--- src/rtl/spn_pkg.sv ---
// rtl/spn_pkg.sv - shared SPN datapath sizes, nibble type and bit permutation
package spn_pkg;

  localparam int SPN_NIB = 4;
  localparam int SPN_W   = 4 * SPN_NIB;

  typedef logic [3:0] nibble_t;

  // Nibble n, bit b lands at output bit b*SPN_NIB + n (nibble/bit transpose).
  function automatic logic [SPN_W-1:0] perm(input logic [SPN_W-1:0] x);
    logic [SPN_W-1:0] y;
    y = '0;
    for (int n = 0; n < SPN_NIB; n++) begin
      for (int b = 0; b < 4; b++) begin
        y[b*SPN_NIB + n] = x[4*n + b];
      end
    end
    return y;
  endfunction

endpackage

--- src/rtl/spn_perm.sv ---
// rtl/spn_perm.sv - combinational SPN bit permutation, pure wiring
module spn_perm
  import spn_pkg::*;
#(
  parameter int NIB = SPN_NIB
) (
  input  logic [4*NIB-1:0] din,
  output logic [4*NIB-1:0] dout
);

  for (genvar n = 0; n < NIB; n++) begin : g_nib
    for (genvar b = 0; b < 4; b++) begin : g_bit
      assign dout[b*NIB + n] = din[4*n + b];
    end
  end

endmodule

--- src/rtl/sbox_perm_collect.sv ---
// rtl/sbox_perm_collect.sv - assembles S-box nibbles into permuted blocks behind a one-entry buffer
module sbox_perm_collect
  import spn_pkg::*;
#(
  parameter int NIB = SPN_NIB,
  parameter int CW  = 8
) (
  input  logic             ck,
  input  logic             rst_n,
  input  logic             clr,
  input  logic             in_valid,
  output logic             in_ready,
  input  logic [3:0]       in_nib,
  output logic             out_valid,
  input  logic             out_ready,
  output logic [4*NIB-1:0] out_data,
  output logic [CW-1:0]    blk_cnt,
  output logic             busy
);

  localparam int W    = 4 * NIB;
  localparam int CNTW = $clog2(NIB);

  logic [CNTW-1:0] cnt;
  logic [W-1:0]    acc;
  logic [W-1:0]    acc_next;
  logic [W-1:0]    permuted;
  nibble_t         nib;
  logic            at_last;
  logic            accept;
  logic            finish;
  logic            handoff;

  assign nib      = in_nib;
  assign at_last  = (cnt == CNTW'(NIB - 1));
  // Only the final nibble needs the buffer free; earlier ones overlap a full buffer.
  assign in_ready = !at_last || !out_valid || out_ready;
  assign accept   = in_valid && in_ready && !clr;
  assign finish   = accept && at_last;
  assign handoff  = out_valid && out_ready;
  assign busy     = (cnt != '0);

  assign acc_next = acc | (W'(nib) << {cnt, 2'b00});

  spn_perm #(.NIB(NIB)) u_perm (
    .din  (acc_next),
    .dout (permuted)
  );

  always_ff @(posedge ck) begin
    if (!rst_n) begin
      cnt       <= '0;
      acc       <= '0;
      out_valid <= 1'b0;
      out_data  <= '0;
      blk_cnt   <= '0;
    end else begin
      if (clr) begin
        cnt <= '0;
        acc <= '0;
      end else if (accept) begin
        if (at_last) begin
          cnt <= '0;
          acc <= '0;
        end else begin
          cnt <= cnt + CNTW'(1);
          acc <= acc_next;
        end
      end

      // A landing block overrides the drop so back-to-back blocks have no bubble.
      if (finish) begin
        out_valid <= 1'b1;
        out_data  <= permuted;
      end else if (handoff) begin
        out_valid <= 1'b0;
      end

      if (handoff) begin
        blk_cnt <= blk_cnt + CW'(1);
      end
    end
  end

endmodule

--- config.mk ---
export PLATFORM = sky130hd
export DESIGN_NAME = sbox_perm_collect
export DESIGN_NICKNAME = d
export VERILOG_FILES = /design/src/rtl/spn_pkg.sv /design/src/rtl/spn_perm.sv /design/src/rtl/sbox_perm_collect.sv
export SDC_FILE = /design/constraint.sdc
export NUM_CORES = 1
export LEC_CHECK = 0
export BUFFER_PORTS_ARGS = -buffer_cell sky130_fd_sc_hd__clkbuf_2
export CAP_MARGIN = 20
export CORE_UTILIZATION = 45
export DETAILED_ROUTE_END_ITERATION = 12
export GPL_ROUTABILITY_DRIVEN = 1
export PLACE_DENSITY_LB_ADDON = 0.12
export SLEW_MARGIN = 30
export SYNTH_ARGS = -nofsm -noshare
export SYNTH_HDL_FRONTEND = slang
export SYNTH_SLANG_ARGS = --single-unit
--- constraint.sdc ---
create_clock -name ck -period 3.1 [get_ports ck]
set_clock_uncertainty 0.1 [all_clocks]
set_input_delay 0.62 -clock ck [delete_from_list [all_inputs] [get_ports ck]]
set_output_delay 0.62 -clock ck [all_outputs]
set_load 0.005 [all_outputs]
## Yosys cells after proc, flatten, opt, wreduce, memory -nomap -nowiden

Cells that the tools add are included.

| word-level totals | value |
|---|---|
| flip-flop bits (word level) | 43 |
| bits of input ports | 9 |
| output and inout bits | 27 |
| logic and storage cells | 27 |

| operators by class | value |
|---|---|
| $add $sub $neg | 2 |
| equal/unequal tests | 1 |
| shifts and indexed selects | 1 |
| multiplexer cells | 4 |
| bitwise logic cells | 2 |
| reductions and logical operators | 12 |

Operators with widths:

| kind | count |
|---|---|
| 16-bit 2-to-1 mux | 1 |
| 16-bit bitwise OR | 1 |
| 4-bit by 4-bit left shift with 16-bit output | 1 |
| 8-bit by 1-bit adder with 8-bit output, second input constant | 1 |
| 1-bit logical AND | 4 |
| 2-bit nonzero test | 2 |
| 1-bit zero test | 3 |
| 2-bit by 1-bit adder with 2-bit output, second input constant | 1 |
| 2-bit == test, second input constant | 1 |
| 1-bit logical OR | 2 |
| 1-bit 2-to-1 mux | 2 |
| 2-bit 2-to-1 mux | 1 |
| 2-bit OR reduction | 1 |
| 1-bit NOT | 1 |

## Depth between registers and ports, before layout

| depth | value |
|---|---|
| word-level depth | 8 |
| depth in mapped cells | 6 |
| gate-level depth less buffers | 4 |

## Modules after synthesis

From an unflattened synthesis, not the netlist that was laid out.

| unflattened totals | value |
|---|---|
| cells, all modules | 239 |
| area total of the unflattened synthesis | 2073.2 um2 |

Modules (own cells, without submodules):

| module | times used | cells an instance | area each (um2) | seq. area each (um2) |
|---|---|---|---|---|
| sbox_perm_collect | 1 | 223 | 1953.1 | 860.8 |
| spn_perm | 1 | 16 | 120.1 | 0.0 |

## Worst setup path before layout

OpenSTA, ideal clock, no wires.

| timing path | value |
|---|---|
| path kind | register to output |
| start | register cnt[0] |
| end | output in_ready |
| data arrival time | 1129 ps |
| required time | 2380 ps |
| setup slack | 1251 ps |
| stages on the path, launching flop included | 5 |
| path buffers | 2 |
| cell sequence | dfxtp_1 -> ha_1 -> clkbuf_1 -> nand3b_1 -> clkbuf_1 |

| between the ends | value |
|---|---|
| cells in the longest elaborated chain, start to end | 4 |

Ends and longest elaborated chain:

| element | line | text |
|---|---|---|
| start, declared | sbox_perm_collect.sv:24 | `logic [CNTW-1:0] cnt;` |
| start signal, assigned | sbox_perm_collect.sv:66 | `cnt <= cnt + CNTW'(1);` |
| 2-bit == test | sbox_perm_collect.sv:35 | `assign at_last = (cnt == CNTW'(NIB - 1));` |
| 1-bit zero test | sbox_perm_collect.sv:37 | `assign in_ready = !at_last \|\| !out_valid \|\| out_ready;` |
| 1-bit logical OR (2 in series) | sbox_perm_collect.sv:37 |  |
| end, declared | sbox_perm_collect.sv:12 | `output logic in_ready,` |

No other way between the ends.

## Final worst setup path

Ends and elaborated chain as after synthesis.

==> key figures <==
Worst setup path
  • RR Startpoint: out_valid
  • CP most frequent cell: buf_4
  • WP data arrival: approximately 1600 ps
  • Maximum fanout along the worst path: 21
  • Critical path class: reg2out
  • CP cell instances: ha_1 > buf_4 > nand3b_1 > buf_4 > clkbuf_2
  • Critical path launch point: cnt[0]
  • FF-to-FF path depth: 4
  • CP Capture Type: primary output
  • R2r setup slk: 1250 ps
  • Reg2Reg Capture Point: out_data[13]
  • Critical path's slowest cell: dfxtp_1
  • Worst Setup EP: in_ready
  • Required time of the critical path: ~2400 ps
  • CP peak stage delay: ~400 ps
  • Worst setup SP type: flip-flop

Drt
  • Total length of routed wires: ~4100 um
  • Drc violations: 0
  • DR vias: approximately 1600
  • First DRT Iteration DRCs: between 90 and 100
  • TritonRoute pass-1 iters: 4
  • Final ANT Viol Nets: 0
  • Mean number of vias per cell: 5.81
  • DR WL/cell: about 15 um

Timing
  • Hold Vio Cnt, Final: 0
  • Max-slew violations: 0
  • Rel. slew slack: 55.8%
  • Min Tclk post-route: ~2300 ps
  • Final setup viols: 0
  • Period utilisation layout: 74.3%
  • Max Fclk: 434 MHz
  • Setup TNS: 0 ps
  • RSZ-0062 raised after global routing: no
  • Worst-Margin Slew: around 660 ps

Logic synthesis
  • Synthesized instance count: roughly 200
  • Synth cell count leaders: dfxtp_1, a21oi_1, nor2_1, a211oi_1
  • Mapped cell area: 0.00181 mm^2
  • Post-synth top flop: dfxtp_1
  • Mean Syn Cell Area: 8.98 um^2
  • Sequential-to-total area share from yosys stat: 47.4%
  • Synth top area cells: dfxtp_1, a41oi_1, a211oi_1
  • Distinct cells, synth: 31
  • Top-count cell post-synth: dfxtp_1
  • Number of synthesized flops with an enable pin: 0
  • Asr flop ratio synth: 0%
  • Synth Warn #: 0
  • Post-Syn Nets: 214
  • Synth top area share: between 40% and 50%
  • #FFs+latches synth: between 40 and 50
  • Post-synth top area cell: dfxtp_1

Die
  • # IOs: 36
  • Die X-Extent: between 60 and 70 um
  • Initial core utilization: 48.1%
  • Height of the die: between 60 and 70 um
  • Die area: ~0.0043 mm^2
  • Core box area: approximately 0.0038 mm^2
  • Site row count: 22

Pwr
  • Leak: around 0.74 nW
  • IR drop worst, VDD: between 0.0002 and 0.00025 V
  • Cell Pwr Density: about 480 mW/mm^2

Clocking
  • Resize count post-CTS: 0
  • Post-CTS Setup Bufs: 0
  • Clock-pin slew of the registers on the worst-case setup and hold paths: roughly 80 ps
  • TritonCTS buffer count: 5
  • CTS tree: built
  • Clock Sinks: 43
  • CTS H-tree lvls: 2
  • Clk buf depth: 2
  • # hold bufs at CTS: 0
  • Clock latency on the worst-skew pair: approximately 300 ps
  • Root buffer cell: clkbuf_8

Final layout
  • Fin util: between 50 and 60%
  • Inserted Diodes: 0
  • Layout Nets: approximately 240
  • Share of layout cells above drive strength 1: about a fifth
  • Layout area overhead: 13.9%
  • Non-filler cells, final: around 270

Run
  • Number of max-cap violations: 0

Place
  • Dpl hpwl: ~2900 um
  • Placer Congestion: between 0.7 and 0.8
  • Dpl cells: around 270
  • IO Port Bufs: 35

Run status
  • Status: finished clean

Global routing
  • Largest net degree at the start of global routing: 36
  • Vias in the first global route: about 1400
  • Gr ovfl total: 0
  • Tot GR Track Use: about a fifth
  • Antenna violations before repair: 0
  • First-pass GRT wire length: 6710 um

Hold path
  • Hold WC Path Type: reg2reg
## metal layers
metal  part of all wire, %  up-vias  track usage [%]
li1                      -      800                -
met1                    46      746             26.9
met2                    47       41             32.9
met3                   5.3        4             6.77
met4                   1.0        0             6.52
met5                     0        -                0
## final cells by class
type | instances | area, um^2
inverters | 6 | 22.5
flip-flops and latches | 43 | 861
multi-input cells | 130 | 818
fillers | 343 | 1700
clock buffers | 8 | 100
well taps | 48 | 60.1
repair buffers | 39 | 205
## per-stage QoR
step	power [mW]	setup slack, ps	hold slack, ps	cell area (um^2)
6_report	0.987	796	374	2070
5_1_grt	1.03	707	400	2070
4_1_cts	0.993	802	380	2070
3_5_place_dp	0.614	842	361	1970
3_3_place_gp	0.613	940	354	1970
2_1_floorplan	0.602	1250	341	1810
## registers in the layout, summed over array words and instances, names as in the netlist
signal     flops
acc           16
out_valid      1
cnt            2
blk_cnt        8
out_data      16
## cells in the final DEF (no fill, tap or decap), drive strengths merged, types with 4 or more instances in the layout
master  instances
a21oi          22
clkbuf         43
a41oi          16
nand2           5
a211oi         17
buf             4
nand3           7
nor2           19
dfxtp          43
a31oi          16
inv             6
## worst min-delay path by stage
stage	from	endpoint	slack (ps)	cells after the start
finish	acc[2]	acc[2]	370	2
global route	acc[1]	acc[1]	400	2
global placement	acc[5]	acc[5]	350	2
floorplan	acc[0]	acc[0]	340	2
CTS	acc[7]	acc[7]	380	2
detailed placement	acc[2]	acc[2]	360	2
## logic make-up after synthesis
logic type | synth area share [%]
flip-flops | 47.4
buffers and inverters | 7.59
adder cells (fa/ha/maj) | 2.07
AND/OR/NAND/NOR | 11.9
XOR/XNOR | 0.966
AO/OA/AOI/OAI | 29.5
multiplexers | 0.552
## where the power goes
group          internal, mW  leakage [nW]  total [mW]  switching (mW)
Sequential            0.554         0.346       0.555         0.00155
Clock                 0.203        0.0515       0.386           0.183
Combinational        0.0130         0.344      0.0456          0.0326
Total                 0.770         0.742       0.987           0.217
## worst max-delay path: cells and delay by family (launching register included)
family	cells	cell delay, ps
adder cells (fa/ha/maj)	1	180
buffers and inverters	3	570
flip-flops	1	400
AND/OR/NAND/NOR	1	120
Note: power is estimated with default switching activity, not from simulation.
